===== src/rtl/noise_est_feeder.sv =====
// noise_est_feeder: turns AXI read beats of {pad,R,G,B} into an RGB-mean pixel stream with block/frame flags
module noise_est_feeder #(
   parameter int DATA_WIDTH      = 32,
   parameter int BYTE_DATA_WIDTH = 8,
   parameter int BLOCK_SIZE      = 8
) (
   input  logic                       clk,
   input  logic                       rst_n,
   input  logic                       start_of_frame,
   input  logic [31:0]                blocks_per_frame,
   input  logic [DATA_WIDTH-1:0]      rdata,
   input  logic                       rvalid,
   input  logic                       rlast,
   output logic                       rready,
   output logic [BYTE_DATA_WIDTH-1:0] pixel_data,
   output logic                       pixel_valid,
   input  logic                       pixel_ready,
   output logic                       sob,
   output logic                       eob,
   output logic                       sof,
   output logic                       eof,
   output logic                       frame_done,
   output logic                       burst_error
);
   localparam int CW = (BLOCK_SIZE > 1) ? $clog2(BLOCK_SIZE) : 1;
   localparam logic [CW-1:0] LAST = CW'(BLOCK_SIZE - 1);
   localparam int BW = BYTE_DATA_WIDTH;
   localparam int SW = BW + 2;

   typedef enum logic [1:0] {IDLE, STREAM, DRAIN} state_t;

   state_t        state, state_nxt;
   logic [CW-1:0] col, row;
   logic [31:0]   blk, bpf;
   logic          out_free, accept, last_col, last_row, col_wrap;
   logic          sob_c, eob_c, sof_c, eof_c;
   logic [SW-1:0] sum;
   logic          unused_pad;

   assign out_free   = !pixel_valid || pixel_ready;
   assign accept     = rvalid && rready;
   assign last_col   = col == LAST;
   assign last_row   = row == LAST;
   assign col_wrap   = last_col || rlast;
   assign sob_c      = col == '0 && row == '0;
   assign eob_c      = last_col && last_row;
   assign sof_c      = sob_c && blk == '0;
   assign eof_c      = eob_c && blk == bpf - 32'd1;
   assign sum        = SW'(rdata[3*BW-1:2*BW]) + SW'(rdata[2*BW-1:BW]) + SW'(rdata[BW-1:0]);
   assign unused_pad = &{1'b0, rdata[DATA_WIDTH-1:3*BW]};

   // next state, read-channel ready and the end-of-frame pulse
   always_comb begin
      state_nxt  = state;
      rready     = 1'b0;
      frame_done = 1'b0;
      case (state)
         IDLE:    state_nxt = start_of_frame ? STREAM : IDLE;
         STREAM: begin
            rready    = out_free;
            state_nxt = (rvalid && out_free && eof_c) ? DRAIN : STREAM;
         end
         DRAIN: begin
            frame_done = out_free;
            state_nxt  = out_free ? IDLE : DRAIN;
         end
         default: state_nxt = IDLE;
      endcase
   end

   // state register
   always_ff @(posedge clk or negedge rst_n) begin
      if (!rst_n) state <= IDLE;
      else        state <= state_nxt;
   end

   // pixel position counters, frame length and sticky burst-shape error
   always_ff @(posedge clk or negedge rst_n) begin
      if (!rst_n) begin
         col         <= '0;
         row         <= '0;
         blk         <= '0;
         bpf         <= '0;
         burst_error <= 1'b0;
      end else if (state == IDLE && start_of_frame) begin
         col         <= '0;
         row         <= '0;
         blk         <= '0;
         bpf         <= (blocks_per_frame == 32'd0) ? 32'd1 : blocks_per_frame;
         burst_error <= 1'b0;
      end else if (accept) begin
         col <= col_wrap ? '0 : col + 1'b1;
         row <= col_wrap ? (last_row ? '0 : row + 1'b1) : row;
         blk <= (col_wrap && last_row) ? blk + 32'd1 : blk;
         if (last_col != rlast) burst_error <= 1'b1;
      end
   end

   // output register: mean pixel and flags captured at accept, valid held until consumed
   always_ff @(posedge clk or negedge rst_n) begin
      if (!rst_n) begin
         pixel_data  <= '0;
         pixel_valid <= 1'b0;
         sob         <= 1'b0;
         eob         <= 1'b0;
         sof         <= 1'b0;
         eof         <= 1'b0;
      end else if (accept) begin
         pixel_data  <= BW'(sum / SW'(3));
         pixel_valid <= 1'b1;
         sob         <= sob_c;
         eob         <= eob_c;
         sof         <= sof_c;
         eof         <= eof_c;
      end else if (pixel_ready) begin
         pixel_valid <= 1'b0;
      end
   end
endmodule


===== config.mk =====
export PLATFORM = sky130hd
export DESIGN_NAME = noise_est_feeder
export DESIGN_NICKNAME = d
export VERILOG_FILES = /design/src/rtl/noise_est_feeder.sv
export SDC_FILE = /design/constraint.sdc
export NUM_CORES = 1
export LEC_CHECK = 0
export BUFFER_PORTS_ARGS = -buffer_cell sky130_fd_sc_hd__buf_2
export CAP_MARGIN = 10
export CELL_PAD_IN_SITES_DETAIL_PLACEMENT = 1
export CELL_PAD_IN_SITES_GLOBAL_PLACEMENT = 2
export CORE_MARGIN = 4
export CORE_UTILIZATION = 38
export CTS_BUF_LIST = sky130_fd_sc_hd__clkbuf_4 sky130_fd_sc_hd__clkbuf_8
export DETAILED_ROUTE_END_ITERATION = 12
export HOLD_SLACK_MARGIN = 0.03
export PLACE_DENSITY_LB_ADDON = 0.1
export SYNTH_ARGS = -nofsm -noshare
export SYNTH_HDL_FRONTEND = slang
export SYNTH_SLANG_ARGS = --single-unit

===== constraint.sdc =====
create_clock -name clk -period 5.45 [get_ports clk]
set_input_delay 1.635 -clock clk [delete_from_list [all_inputs] [get_ports clk]]
set_output_delay 1.635 -clock clk [all_outputs]
set_load 0.05 [all_outputs]

==> results of run 1 <==
## cells in the mapped netlist (3+ instances only)
cell / n / share of area
nand2_1: 144 / 0.085
dfrtp_1: 86 / 0.34
nor2_1: 75 / 0.044
xor2_1: 43 / 0.059
o21ai_0: 40 / 0.031
inv_1: 36 / 0.021
clkbuf_1: 34 / 0.020
a21oi_1: 28 / 0.022
xnor2_1: 26 / 0.036
nor4_1: 23 / 0.023
nand3_1: 22 / 0.017
ha_1: 18 / 0.035
or3_1: 18 / 0.018
nand4_1: 17 / 0.017
nor3_1: 13 / 0.010
and3_1: 10 / 0.0098
a211oi_1: 9 / 0.011
fa_1: 9 / 0.028
a31oi_1: 7 / 0.0069
nand2b_1: 7 / 0.0069
nor2b_1: 7 / 0.0069
o31ai_1: 6 / 0.0071
a22o_1: 5 / 0.0069
mux2i_1: 5 / 0.0079
o21a_1: 5 / 0.0059
o21ai_1: 5 / 0.0039
or4_1: 5 / 0.0059
a21o_1: 4 / 0.0047
and2_1: 4 / 0.0039
nor3b_1: 4 / 0.0047
a211o_1: 3 / 0.0041
o2111ai_1: 3 / 0.0041
o211ai_1: 3 / 0.0035
o22ai_1: 3 / 0.0030
or2_2: 3 / 0.0030
## logic make-up after synthesis
family	after synthesis	synth area share
adder cells (fa/ha/maj)	27	0.0638
multiplexers	6	0.00964
AND/OR/NAND/NOR	369	0.283
AO/OA/AOI/OAI	149	0.162
flip-flops	86	0.338
XOR/XNOR	70	0.0986
buffers and inverters	74	0.0447
## timing repair
action / CTS / global route
pin swaps: 3 / 15
hold endpoints to repair: 0 / 0
resized for setup: 9 / 22
endpoints found under the setup margin: 2 / 2
setup buffers: 2 / 3
## worst max-delay path, stage by stage
cell       delay [ns]
buf_6            0.07
inv_2            0.03
fa_1             0.53
inv_1            0.04
ha_2             0.17
inv_2            0.05
fa_2             0.22
nor2b_4          0.06
o31a_4           0.39
or3_4            0.42
a211oi_2         0.20
a211o_1          0.17
o32ai_4          0.12
o21ai_2          0.20
o31ai_4          0.11
o21a_1           0.20
mux2_4           0.29
ha_4             0.19
nand4_1          0.09
o21ai_1          0.07
o31ai_1          0.27
o2bb2ai_1        0.15
## registers in the layout (all words and copies together), names as in the netlist
register,count
blk,32
pixel_data,8
row,3
pixel_valid,1
eof,1
eob,1
burst_error,1
state,2
sob,1
col,3
sof,1
bpf,32
## per-layer routing
layer,vias to the layer above,part of all wire
li1,2944,-
met1,3049,0.42
met2,77,0.53
met3,19,0.031
met4,0,0.015
met5,-,0
## final timing paths
path	end	slack [ns]	cells after the start
hold reg to reg	sob	0.49	2
hold / removal	sob	0.49	2
max in group asynchronous	pixel_data[7]	3.21	2
setup / recovery	pixel_data[0]	0.07	22
min in group asynchronous	bpf[3]	1.32	1
setup reg to reg	state[1]	1.42	11
## power breakdown
| part | leakage [nW] | switching, mW | internal, mW | total (mW) |
|---|---|---|---|---|
| Sequential | 1.11 | 0.0668 | 0.704 | 0.771 |
| Combinational | 2.39 | 0.769 | 0.627 | 1.40 |
| Clock | 0.108 | 0.266 | 0.231 | 0.497 |
## cell type report
cell class                      count  area, sq um
Clock buffer                       10          138
Clock inverter                      6         73.8
Fill cell                        2050         8700
Inverter                           36          143
Multi-Input combinational cell    621         4150
Sequential cell                    86         2150
Tap cell                          220          275
Timing Repair Buffer              135          836
## through the flow
step	total power, mW	setup WS (ns)
after floorplan	1.61	-0.0935
after global placement	2.02	-0.451
after detailed placement	2.07	-0.546
after CTS	2.63	0.0123
after global routing	2.85	-0.0477
final	2.66	0.0674
==> results.json, run 1 <==
{
  "async_flop_share": 1.00,
  "crit_path_start": "rdata[9]",
  "clk_pin_slew_ns": 0.11,
  "fin_crit_ns": 5.38,
  "syn_area_per_cell_sq_um": 8.14,
  "grt_pass1_wl_microns": 32500,
  "antenna_found_initial": 0,
  "antennaDiodeCount": 0,
  "crit_arrival_ns": 5.69,
  "layout_commonest_cell": "nand2_1",
  "relSlewSlack": 0.436,
  "top_usage_layer": "met2",
  "status": "finished clean",
  "synthCells": 781,
  "layout.nets": 986,
  "dp.cells": 1093,
  "syn-num-nets": 878,
  "worstSetupStartpointType": "input pin",
  "die_h_microns": 137,
  "hpwl_microns": 15200,
  "dr_total_vias": 6089,
  "drt_iter0_markers": 252,
  "yosysWarnings": 0,
  "dieArea_sq_um": 18900,
  "synth-edff-count": 0,
  "cp_data_required_time_ns": 5.76,
  "dr.pass1.iters": 4,
  "place_area_sq_um": 7380,
  "cts_tree": "built",
  "die-width_microns": 137,
  "maxCapViolCount": 0,
  "finalWirelength_microns": 19600,
  "cts_sinks": 86,
  "fin_tns_setup_ns": 0,
  "grt_pass1_vias": 6576,
  "ys_seq_area_frac": 0.338,
  "final_cell_mix": "143 x nand2_1, 86 x dfrtp_1, 74 x buf_2",
  "final_cells": 1114,
  "start_util": 0.386,
  "clk_latency_ns": 0.38,
  "io_pins": 86,
  "post-route-period-util": 0.988,
  "synth_seq_cells": 86,
  "drv_slew": 0,
  "drc": 0,
  "finalHoldWorstSlack_ns": 0.494,
  "cts_buffers": 9,
  "ant_nets": 0,
  "crit_fanout": 7,
  "synth_cell_types": 75,
  "cellLeakagePower_nw": 3.61,
  "routedWlPerCell_microns": 17.6,
  "core_sq_um": 16500,
  "worst_slew_pin_slew_ns": 0.844,
  "hp-start": "sob",
  "root_buffer": "clkbuf_8",
  "synth_area_sq_um": 6360,
  "hp-class": "flop to flop",
  "synth_ff_type": "dfrtp_1",
  "grt_usage": 0.216,
  "clockBufferDepth": 2,
  "worst-setup-path-type": "input pin to flop",
  "cp-end-kind": "flop",
  "layout-drive-gt1-share": 0.226,
  "finalHoldViolations": 0,
  "postLayoutCellArea_sq_um": 7770,
  "setup_viol": 0,
  "ctsHoldBuffers": 0,
  "peakVddDrop_uv": 301,
  "utilization": 0.472,
  "fmax_ghz": 0.186,
  "grtUsageMet2": 0.398,
  "timing.rr.start": "bpf[7]",
  "fin_worst_skew_ns": 0.0220,
  "gp_congestion": 0.859,
  "viasPerCell": 5.47,
  "areaGrowthSynthToFinish_pct": 22.2,
  "portBuffers": 77,
  "met1_usage": 0.261,
  "grt_use_met3": 0.0369,
  "power_density_nw_per_um2": 343,
  "overflow": 0,
  "cts_max_level": 3,
  "grt_max_degree": 54,
  "rows": 47
}
Power figures use the tool's default switching activity.
==> run 2, diff against run 1 <==
CTS_BUF_LIST = sky130_fd_sc_hd__clkbuf_16   (was sky130_fd_sc_hd__clkbuf_4 sky130_fd_sc_hd__clkbuf_8)
==> run 2 against run 1 <==
Sequential power barely moved. Fmax barely moved. Via count increased by 0.49%. Largest power group unchanged. Utilization increased by 0.30 points. Count of clock-buffer cells in the layout shrank 1. First-iteration DRC count fell by 9.1%. Clock skew down 0.0084 ns. Critical path depth unchanged. Setup slack gained 0.0023 ns.
==> results.json, run 2 (synthesis gave the netlist of run 1 again) <==
{
  "finalWirelength_microns": 19700,
  "cts_sinks": 86,
  "worst_slew_pin_slew_ns": 0.847,
  "cts_max_level": 3,
  "final_cell_mix": "143 x nand2_1, 86 x dfrtp_1, 74 x nor2_1, 74 x buf_2, 59 x buf_4",
  "multi_input_area_sq_um": 4110,
  "grt_pass1_vias": 6656,
  "dr_total_vias": 6119,
  "worstSetupStartpointType": "input pin",
  "portBuffers": 77,
  "worst-setup-path-type": "input pin to flop",
  "start_util": 0.386,
  "dr.pass1.iters": 4,
  "path_common_cell": "inv_2",
  "hpwl_microns": 15200,
  "clockBufferDepth": 2,
  "layout_commonest_cell": "nand2_1",
  "cp_num_buf_inv": 4,
  "drc": 0,
  "rsz0062_at_grt": "true",
  "root_buffer": "clkbuf_16",
  "post-route-period-util": 0.987,
  "die-width_microns": 137,
  "relSlewSlack": 0.434,
  "clk_latency_ns": 0.36,
  "peakVddDrop_uv": 300,
  "rows": 47,
  "power_density_nw_per_um2": 357,
  "p_int_mw": 1.68,
  "antenna_found_initial": 0,
  "drt_iter0_markers": 229,
  "die_h_microns": 137,
  "status": "finished clean",
  "hp-class": "flop to flop",
  "io_pins": 86,
  "grt_max_degree": 54,
  "pwr-share-comb": 0.490,
  "fin_worst_skew_ns": 0.0136,
  "cts_tree": "built",
  "crit_arrival_ns": 5.66,
  "reg_top3": "blk (32), bpf (32), pixel_data (8)",
  "viasPerCell": 5.49,
  "layout-drive-gt1-share": 0.219,
  "cp_data_required_time_ns": 5.73,
  "clk_pin_slew_ns": 0.07,
  "register_area_sq_um": 2150,
  "crit_fanout": 7,
  "cp_top_family": "compound AO/OA/AOI/OAI gates",
  "crit_chain": "buf_6 > inv_2 > fa_1 > inv_1 > ha_2 > inv_2 > fa_2 > nor2b_4 > o31a_4 > or3_4 > a211oi_2 > a211o_1 > o32ai_4 > o21ai_2 > o31ai_4 > o21a_1 > mux2_4 > ha_4 > nand4_1 > o21ai_1 > o31ai_1 > o2bb2ai_1",
  "core_sq_um": 16500,
  "layout.nets": 986,
  "swShare": 0.398,
  "fillerInstances": 2055,
  "postLayoutCellArea_sq_um": 7820,
  "final_cells": 1114,
  "ant_nets": 0,
  "gp_congestion": 0.859,
  "grt_pass1_wl_microns": 32700,
  "overflow": 0,
  "dieArea_sq_um": 18900,
  "fmax_ghz": 0.186,
  "switching_power_mw": 1.11,
  "drv_slew": 0,
  "ctsHoldBuffers": 0,
  "max_stage_delay_ns": 0.53,
  "finalHoldViolations": 0,
  "maxCapViolCount": 0,
  "areaGrowthSynthToFinish_pct": 23.0,
  "cpMaxStageDelayCell": "fa_1",
  "grt_usage": 0.219,
  "routedWlPerCell_microns": 17.7,
  "cellLeakagePower_nw": 3.64,
  "place_area_sq_um": 7380,
  "fin_crit_ns": 5.38,
  "clock_power_share": 0.233,
  "seqPwrFrac": 0.276,
  "cts_buffers": 9,
  "setup_viol": 0,
  "finalHoldWorstSlack_ns": 0.487,
  "cp-end-kind": "flop",
  "dp.cells": 1093,
  "antennaDiodeCount": 0
}
## run 2: layout make-up
type,instances,share of cell area
clock inverter,7,0.00992
tap,220,0.0352
multi-input combinational,621,0.526
inverter,36,0.0182
timing repair buffer,135,0.107
clock buffer,9,0.0288
sequential,86,0.275
## run 2: final timing paths
check	start	to	slack, ns	depth (start not counted)
min reg2reg	sof	sof	0.49	2
max reg2reg	bpf[7]	state[1]	1.45	11
min	sof	sof	0.49	2
max	rdata[9]	pixel_data[0]	0.07	22
min in group asynchronous	rst_n	bpf[10]	1.33	1
max in group asynchronous	rst_n	pixel_data[7]	3.21	2
## run 2: worst min-delay path: cells and delay by family, from the launching register on
family          cells  cell delay [ns]
flops               1             0.35
compound gates      1             0.06
simple gates        1             0.05
## run 2: metrics by stage
stage	util	worst slack [ns]	setup TNS [ns]	total power, mW
floorplan	-	-0.0935	-0.0935	1.61
global route	0.475	-0.0909	-0.0909	2.98
global placement	0.448	-0.451	-0.799	2.02
detailed placement	0.448	-0.546	-0.979	2.07
CTS	0.471	0.000220	0	2.78
finish	0.475	0.0698	0	2.79
## run 2: metal layers
metal,part of all wire,up-vias,track usage,routed length [microns]
li1,-,2958,-,-
met2,0.53,73,0.403,10400
met1,0.42,3061,0.259,8300
met5,0,-,0,0
met3,0.029,27,0.0387,574
met4,0.020,0,0.0665,389
## run 2: timing repair
| item | CTS | global route |
|---|---|---|
| setup buffers | 2 | 3 |
| cloned | 0 | 0 |
| gates resized for setup | 13 | 10 |
| setup endpoints to repair | 2 | 2 |
| pin swaps | 3 | 13 |
## run 2: power groups by stage
stage | clock, mW | combinational (mW) | sequential [mW]
final | 0.651 | 1.37 | 0.771
after floorplan | 0 | 0.739 | 0.871
after CTS | 0.668 | 1.35 | 0.771
after detailed placement | 0 | 1.28 | 0.782
after global routing | 0.695 | 1.50 | 0.783
after global placement | 0 | 1.24 | 0.780
